==> config.mk <==
export PLATFORM = sky130hd
export DESIGN_NAME = tl_bus_arbiter
export DESIGN_NICKNAME = d
export VERILOG_FILES = /design/src/rtl/tl_arb_pkg.sv /design/src/rtl/tl_arb_mux.sv /design/src/rtl/tl_bus_arbiter.sv
export SDC_FILE = /design/constraint.sdc
export NUM_CORES = 1
export LEC_CHECK = 0
export ABC_AREA = 1
export BUFFER_PORTS_ARGS = -buffer_cell sky130_fd_sc_hd__buf_2
export CAP_MARGIN = 30
export CORE_AREA = 8 8 127 129
export CTS_BUF_LIST = sky130_fd_sc_hd__clkbuf_8
export DETAILED_ROUTE_END_ITERATION = 10
export DIE_AREA = 0 0 135 137
export PLACE_DENSITY_LB_ADDON = 0.05
export SLEW_MARGIN = 20
export SYNTH_ARGS = -nofsm -noshare
export SYNTH_HDL_FRONTEND = slang
export SYNTH_SLANG_ARGS = --single-unit
==> constraint.sdc <==
create_clock -name clk -period 1.37 [get_ports clk]
set_input_delay 0.0685 -clock clk [delete_from_list [all_inputs] [get_ports clk]]
set_output_delay 0.0685 -clock clk [all_outputs]
set_load 0.05 [all_outputs]
==> src/rtl/tl_arb_pkg.sv <==
// tl_arb_pkg: shared types and widths for the TileLink bus arbiter
package tl_arb_pkg;
  typedef enum logic [1:0] {IDLE, GRANT_A, WAIT_D} arb_state_t;
  typedef enum logic [1:0] {NONE, OWN_IF, OWN_MA} arb_owner_t;
  localparam int STARVE_W = 4;
  localparam int AW = 32;
  localparam int DW = 32;
endpackage

==> src/rtl/tl_arb_mux.sv <==
// tl_arb_mux: steers A/D channels between the owning requester and the shared memory port
module tl_arb_mux
  import tl_arb_pkg::*;
(
  input  logic            sel_if,
  input  logic            sel_ma,
  input  logic            a_phase,
  input  logic            d_phase,
  input  logic            kill,
  input  logic            discard,
  input  logic            if_a_valid,
  output logic            if_a_ready,
  input  logic [2:0]      if_a_opcode,
  input  logic [1:0]      if_a_size,
  input  logic [AW-1:0]   if_a_address,
  input  logic [DW/8-1:0] if_a_mask,
  input  logic [DW-1:0]   if_a_data,
  output logic            if_d_valid,
  input  logic            if_d_ready,
  output logic [2:0]      if_d_opcode,
  output logic [DW-1:0]   if_d_data,
  output logic            if_d_error,
  input  logic            ma_a_valid,
  output logic            ma_a_ready,
  input  logic [2:0]      ma_a_opcode,
  input  logic [1:0]      ma_a_size,
  input  logic [AW-1:0]   ma_a_address,
  input  logic [DW/8-1:0] ma_a_mask,
  input  logic [DW-1:0]   ma_a_data,
  output logic            ma_d_valid,
  input  logic            ma_d_ready,
  output logic [2:0]      ma_d_opcode,
  output logic [DW-1:0]   ma_d_data,
  output logic            ma_d_error,
  output logic            mem_a_valid,
  input  logic            mem_a_ready,
  output logic [2:0]      mem_a_opcode,
  output logic [1:0]      mem_a_size,
  output logic [AW-1:0]   mem_a_address,
  output logic [DW/8-1:0] mem_a_mask,
  output logic [DW-1:0]   mem_a_data,
  input  logic            mem_d_valid,
  output logic            mem_d_ready,
  input  logic [2:0]      mem_d_opcode,
  input  logic [DW-1:0]   mem_d_data,
  input  logic            mem_d_error
);
  always_comb begin
    mem_a_valid   = a_phase & (sel_ma ? ma_a_valid : sel_if & ~kill & if_a_valid);
    mem_a_opcode  = sel_ma ? ma_a_opcode : if_a_opcode;
    mem_a_size    = sel_ma ? ma_a_size : if_a_size;
    mem_a_address = sel_ma ? ma_a_address : if_a_address;
    mem_a_mask    = sel_ma ? ma_a_mask : if_a_mask;
    mem_a_data    = sel_ma ? ma_a_data : if_a_data;
    if_a_ready    = a_phase & sel_if & ~kill & mem_a_ready;
    ma_a_ready    = a_phase & sel_ma & mem_a_ready;
    // a discarded fetch response is swallowed here: always accepted, never shown to IF
    if_d_valid    = d_phase & sel_if & ~discard & mem_d_valid;
    ma_d_valid    = d_phase & sel_ma & mem_d_valid;
    mem_d_ready   = d_phase & (discard | (sel_ma ? ma_d_ready : sel_if & if_d_ready));
    if_d_opcode   = mem_d_opcode;
    if_d_data     = mem_d_data;
    if_d_error    = mem_d_error;
    ma_d_opcode   = mem_d_opcode;
    ma_d_data     = mem_d_data;
    ma_d_error    = mem_d_error;
  end
endmodule

==> src/rtl/tl_bus_arbiter.sv <==
// tl_bus_arbiter: shares one TileLink memory port between fetch (IF) and access (MA),
// one transaction at a time, MA first with a starvation bound for IF.
module tl_bus_arbiter
  import tl_arb_pkg::*;
#(
  parameter int STARVE_LIMIT = 4
) (
  input  logic            clk,
  input  logic            rst,
  input  logic            clear,
  input  logic            if_request,
  input  logic            if_a_valid,
  output logic            if_a_ready,
  input  logic [2:0]      if_a_opcode,
  input  logic [1:0]      if_a_size,
  input  logic [AW-1:0]   if_a_address,
  input  logic [DW/8-1:0] if_a_mask,
  input  logic [DW-1:0]   if_a_data,
  output logic            if_d_valid,
  input  logic            if_d_ready,
  output logic [2:0]      if_d_opcode,
  output logic [DW-1:0]   if_d_data,
  output logic            if_d_error,
  input  logic            ma_request,
  input  logic            ma_a_valid,
  output logic            ma_a_ready,
  input  logic [2:0]      ma_a_opcode,
  input  logic [1:0]      ma_a_size,
  input  logic [AW-1:0]   ma_a_address,
  input  logic [DW/8-1:0] ma_a_mask,
  input  logic [DW-1:0]   ma_a_data,
  output logic            ma_d_valid,
  input  logic            ma_d_ready,
  output logic [2:0]      ma_d_opcode,
  output logic [DW-1:0]   ma_d_data,
  output logic            ma_d_error,
  output logic            mem_a_valid,
  input  logic            mem_a_ready,
  output logic [2:0]      mem_a_opcode,
  output logic [1:0]      mem_a_size,
  output logic [AW-1:0]   mem_a_address,
  output logic [DW/8-1:0] mem_a_mask,
  output logic [DW-1:0]   mem_a_data,
  input  logic            mem_d_valid,
  output logic            mem_d_ready,
  input  logic [2:0]      mem_d_opcode,
  input  logic [DW-1:0]   mem_d_data,
  input  logic            mem_d_error,
  output logic            grant_if,
  output logic            grant_ma,
  output logic            busy
);
  localparam logic [STARVE_W-1:0] LIMIT = STARVE_W'(STARVE_LIMIT);
  arb_state_t          state;
  arb_owner_t          owner;
  logic [STARVE_W-1:0] starve_cnt;
  logic                discard;
  logic                if_req, ma_ok, win_if, win_ma, kill, a_fire, d_fire, rel;
  always_comb begin
    if_req = if_request & ~clear;
    ma_ok  = ma_request & (starve_cnt < LIMIT);
    win_ma = ma_ok | (ma_request & ~if_req);
    win_if = if_req & ~ma_ok;
    kill   = (owner == OWN_IF) & clear;
    a_fire = mem_a_valid & mem_a_ready;
    d_fire = mem_d_valid & mem_d_ready;
    rel    = ((state == GRANT_A) & kill) | ((state == WAIT_D) & d_fire);
  end
  always_ff @(posedge clk) begin
    if (rst) begin
      state      <= IDLE;
      owner      <= NONE;
      grant_if   <= 1'b0;
      grant_ma   <= 1'b0;
      busy       <= 1'b0;
      starve_cnt <= '0;
      discard    <= 1'b0;
    end else if (rel) begin
      state    <= IDLE;
      owner    <= NONE;
      grant_if <= 1'b0;
      grant_ma <= 1'b0;
      busy     <= 1'b0;
      discard  <= 1'b0;
    end else if (state == IDLE && (win_if | win_ma)) begin
      state      <= GRANT_A;
      owner      <= win_if ? OWN_IF : OWN_MA;
      grant_if   <= win_if;
      grant_ma   <= win_ma;
      busy       <= 1'b1;
      // an MA win over a waiting IF implies starve_cnt < LIMIT, so this saturates at LIMIT
      starve_cnt <= (win_ma & if_req) ? starve_cnt + STARVE_W'(1) : '0;
    end else if (state == GRANT_A && a_fire) begin
      state <= WAIT_D;
    end else if (state == WAIT_D && kill) begin
      discard <= 1'b1;
    end
  end
  tl_arb_mux u_mux (
    .sel_if        (owner == OWN_IF),
    .sel_ma        (owner == OWN_MA),
    .a_phase       (state == GRANT_A),
    .d_phase       (state == WAIT_D),
    .kill          (kill),
    .discard       (discard),
    .if_a_valid    (if_a_valid),
    .if_a_ready    (if_a_ready),
    .if_a_opcode   (if_a_opcode),
    .if_a_size     (if_a_size),
    .if_a_address  (if_a_address),
    .if_a_mask     (if_a_mask),
    .if_a_data     (if_a_data),
    .if_d_valid    (if_d_valid),
    .if_d_ready    (if_d_ready),
    .if_d_opcode   (if_d_opcode),
    .if_d_data     (if_d_data),
    .if_d_error    (if_d_error),
    .ma_a_valid    (ma_a_valid),
    .ma_a_ready    (ma_a_ready),
    .ma_a_opcode   (ma_a_opcode),
    .ma_a_size     (ma_a_size),
    .ma_a_address  (ma_a_address),
    .ma_a_mask     (ma_a_mask),
    .ma_a_data     (ma_a_data),
    .ma_d_valid    (ma_d_valid),
    .ma_d_ready    (ma_d_ready),
    .ma_d_opcode   (ma_d_opcode),
    .ma_d_data     (ma_d_data),
    .ma_d_error    (ma_d_error),
    .mem_a_valid   (mem_a_valid),
    .mem_a_ready   (mem_a_ready),
    .mem_a_opcode  (mem_a_opcode),
    .mem_a_size    (mem_a_size),
    .mem_a_address (mem_a_address),
    .mem_a_mask    (mem_a_mask),
    .mem_a_data    (mem_a_data),
    .mem_d_valid   (mem_d_valid),
    .mem_d_ready   (mem_d_ready),
    .mem_d_opcode  (mem_d_opcode),
    .mem_d_data    (mem_d_data),
    .mem_d_error   (mem_d_error)
  );
endmodule

* Word-level counts from Yosys, hierarchy flattened
Cells that the tools add are included.
Word-level totals: bits in registers 12, input bits 193, output and inout port bits 154, logic and storage cells 71
Cells by class: add/sub/neg operators 1, magnitude comparators 1, equality and inequality tests 4, mux-type cells 11, bitwise logic cells 37, reductions and logical operators 9
Operators with widths (count):
- 32-bit 2-to-1 mux | 2
- 1-bit bitwise AND | 25
- 4-bit 2-to-1 mux | 2
- 1-bit NOT | 8
- 4-bit by 1-bit adder with 4-bit output (second input constant) | 1
- 2-bit by 1-bit equality test with 1-bit output (second input constant) | 2
- 2-bit equality test (second input constant) | 2
- 4-bit by 3-bit less-than comparator with 1-bit output (second input constant) | 1
- 1-bit 2-to-1 mux | 4
- 2-bit 2-to-1 mux | 2
- 1-bit OR | 4
- 1-bit logical AND | 3
- 3-bit 2-to-1 mux | 1
- 3-bit AND reduction | 1
- 3-bit OR reduction | 1
- 2-bit logical NOT | 1
- 2-bit AND reduction | 1
- 2-bit nonzero test | 1
- 2-bit OR reduction | 1

* Logic depth before layout (Yosys ltp)
depth after elaboration 11, gate-level depth with buffers 8, depth with buffers taken out 8

* Modules after synthesis
From an unflattened synthesis, not the netlist that was laid out.
Second synthesis, totals: cells, all modules 408, area total of the unflattened synthesis 2125.8 um^2
Modules (own cells, without submodules):
- tl_arb_mux | instances 1, cells an instance 330, area each 1581.5 um^2, sequential area each 0.0 um^2
- tl_bus_arbiter | instances 1, cells an instance 78, area each 544.3 um^2, sequential area each 220.2 um^2

* Worst setup path before layout
Ideal clock, no wire load.
kind reg-to-output, start register owner[0], end output port if_d_valid, arrival time 2.521 ns, data required time 1.302 ns, setup slack -1.219 ns, cell stages (with the launch flop) 5, path buffers 0, cells stage by stage dfxtp_1 inv_2 nor2_1 inv_1 nor4_1
On the way: word-level cells in the longest chain between the ends 4
Ends and longest elaborated chain:
- from (decl) | line tl_bus_arbiter.sv:55 | arb_owner_t owner;
- from (signal assigned) | line tl_bus_arbiter.sv:87 | owner <= win_if ? OWN_IF : OWN_MA;
- 2-bit by 1-bit equality test with 1-bit output | line tl_bus_arbiter.sv:100 | .sel_if (owner == OWN_IF),
- 1-bit bitwise AND (3 in series) | line tl_arb_mux.sv:58 | if_d_valid = d_phase & sel_if & ~discard & mem_d_valid;
- to (decl) | line tl_bus_arbiter.sv:19 | output logic if_d_valid,
No other way between the ends.

* Final worst setup path
start register owner[1], end output port mem_a_address[20]
On the way: word-level cells in the longest chain between the ends 2
Ends and longest elaborated chain:
- 2-bit equality test | line tl_bus_arbiter.sv:101 | .sel_ma (owner == OWN_MA),
- 32-bit 2-to-1 mux | line tl_arb_mux.sv:52 | mem_a_address = sel_ma ? ma_a_address : if_a_address;
- to (decl) | line tl_bus_arbiter.sv:41 | output logic [AW-1:0] mem_a_address,
No other way between the ends.

==> run_results.csv <==
group,metric,value,unit
synth,yosys_register_bits,11,
worst_setup_path,worstPathRequired,1.30,ns
run,max_cap_viol_count,0,
route,drtIter0Drc,91,
layout,nNetsFinal,773,
worst_setup_path,cp.arrival,1.46,ns
timing,worst_slew_pin_slew,0.271,ns
timing,min_period,1.53,ns
grt,gr-total-overflow,0,
layout,final_layout_size_suffix_gt1_share,58.5,%
worst_setup_path,crit_fanout,6,
route,drt-met1-wl,4510,um
timing,rsz0062_at_grt,"yes",
die,rows,44,
die,ios,347,
cts,cts-root-buf,"clkbuf_8",
outcome,status,"finished with violations",
pwr,p_switching,2.00,mW
layout,areaGrowthSynthToFinish,97.1,%
pwr,combinationalPowerShare,81.4,%
cts,clkLatencyLatePin,0.24,ns
worst_setup_path,slowest_delay,0.33,ns
worst_setup_path,critPathMostFrequentCell,"nand2_1",
worst_setup_path,cpMaxStageDelayCell,"dfxtp_2",
timing,hold_viol,0,
cts,cts_tree,"done",
layout,finalInstanceArea,4120,um2
die,core_area,14200,um2
synth,synth_common_cells,"nand2_1, buf_4, nor2_1",
worst_setup_path,startpoint_type,"register",
synth,syn_area_per_cell,5.28,um2
timing,fin_ws,-0.158,ns
pwr,p_leak,2.34,nW
worst_setup_path,path_cells,"inv_2, nor2_4, inv_4, bufbuf_16, nand2_1, nand2_1, buf_4",
worst_setup_path,path_buf_inv,4,
route,drc,0,
placement,hpwl,10600,um
synth,yosysUniqueCellTypes,23,
route,dr.pass1.iters,4,
die,start_util,14.7,%
route,num_vias,2908,
placement,placed_area,3350,um2
route,ant_nets,0,
worst_setup_path,cp-end-kind,"primary output",
timing,fmax,655,MHz
synth,synth_top_cell_area_share,41.7,%
synth,synth_fp_nets,590,
layout,fillers,1616,
synth,seq_area_frac_synth,10.5,%
pwr,p_int,1.74,mW
route,totalWireLength,12500,um
route,route.met2.wl,6640,um
synth,yosysMostFrequentCell,"nand2_1",
die,design.die.area,18500,um2
synth,synthArstFlopShare,0,%
route,routed-wl-met3,1270,um
outcome,violations,"setup timing",
timing,slew_violations,0,
route,highest_layer,"met4",
timing,setup_viol,77,
synth,synth_edf_count,0,
grt,antenna_found_initial,0,
die,die_y,137,um
synth,yosysWarnings,0,
grt,grt_usage,12.1,%
pwr,power_density,908,nW/um2
worst_setup_path,critPathTopFamily,"buffers and inverters",
pwr,clkPwrFrac,8.8,%
route,routedWlPerCell,16.3,um
pwr,power.share.sequential,9.8,%
worst_setup_path,criticalPathCategory,"register to primary output",
cts,clock-sinks,11,
cts,cts_buffer_depth,2,
pwr,swShare,53.4,%
layout,diodes,0,
grt,grt_pass1_wl,17500,um
timing,finClkSkew,0.00348,ns
grt,grt_max_degree,26,
placement,gp_congestion,0.810,
route,avgViaCountPerCell,3.82,
pwr,ir_drop,0.000459,V
timing,max_slew_margin,81.8,%
placement,port_buffers,238,
synth,synth_area_leader_cell,"nand2_1",
worst_hold_path,hold_class,"primary input to primary output",
cts,cts_max_level,1,
synth,synth_ff_type,"dfxtp_1",
timing,layout_worst_path_cycle_share,112,%
cts,numCtsBuffers,3,
synth,synth.cell_area,2090,um2
grt,grt_pass1_vias,2897,
cts,clkTransAtPathRegs,0.05,ns
synth,ys_top_cells_by_area,"nand2_1, buf_4, dfxtp_1",
die,die_w,135,um
synth,synth_cells,396,
layout,utilization,29.0,%
[cells by family after synthesis]
logic type	after synthesis	share of synthesized area [%]
compound gates	8	1.98
flops	11	10.5
fa+ha+maj	1	0.599
simple gates	269	51.0
buf+inv	107	35.9
[path summary, 6_finish.rpt]
| path | start | to | slack [ns] | depth (start not counted) |
|---|---|---|---|---|
| setup reg to reg | state[1] | state[1] | 0.07 | 9 |
| hold / removal | mem_d_opcode[1] | if_d_opcode[1] | 0.14 | 0 |
| setup / recovery | owner[1] | mem_a_address[20] | -0.16 | 7 |
| hold reg to reg | starve_cnt[3] | starve_cnt[3] | 0.46 | 2 |
[state kept, by name, indices dropped and copies added, names as in the netlist]
register    cells
busy            1
discard         1
grant_ma        1
owner           2
starve_cnt      4
state           2
[layout by cell type, fill, tap and decap left out, drive strengths merged]
cell type,instances
buf,263
nand2,234
nor2,22
inv,20
dfxtp,11
a21oi,5
nand3,5
clkbuf,4
nor3,3
nand4,2
o21ai,2
nand3b,1
nor4,1
or2,1
a31oi,1
ha,1
bufbuf,1
dlygate4sd3,1
[cell type report]
type	instances	area [um2]	area share, %
Sequential cell	11	230	5.59
Tap cell	184	230	5.59
Clock inverter	1	3.75	0.0911
Inverter	19	78.8	1.91
Multi-Input combinational cell	278	1310	31.9
Clock buffer	3	41.3	1.00
Timing Repair Buffer	266	2220	53.9
[metal layers]
layer | vias to the layer above | global-route usage, %
met3 | 4 | 4.22
met4 | 0 | 1.30
met2 | 161 | 23.3
li1 | 1474 | -
met5 | - | 0
met1 | 1269 | 12.6
[metrics by stage]
step | setup TNS [ns] | hold WS (ns) | power (mW) | std cells | setup slack, ns
2_1_floorplan | -0.0120 | 0.140 | 2.54 | 396 | -0.0120
3_3_place_gp | 0 | 0.137 | 2.91 | 746 | 0.0203
3_5_place_dp | -0.00148 | 0.137 | 2.90 | 746 | -0.00148
4_1_cts | -7.08 | 0.137 | 3.72 | 760 | -0.160
5_1_grt | -11.98 | 0.137 | 3.94 | 762 | -0.231
6_report | -6.95 | 0.137 | 3.74 | 762 | -0.158
[power by group through the flow]
stage	clock network, mW	logic [mW]	registers, mW
after global placement	0	2.54	0.369
after CTS	0.332	3.02	0.365
final	0.328	3.05	0.368
after global routing	0.351	3.22	0.371
after floorplan	0	2.14	0.402
after detailed placement	0	2.53	0.370
[timing repair]
| action | CTS | global route |
|---|---|---|
| hold endpoints to repair | 1 | 0 |
| gates cloned | 1 | 1 |
| pin swaps | 19 | 6 |
| gates resized for setup | 166 | 25 |
| setup buffers | 8 | 1 |
| hold buffers | 1 | 0 |
| endpoints found under the setup margin | 78 | 81 |
Note: power is estimated with default switching activity, not from simulation.
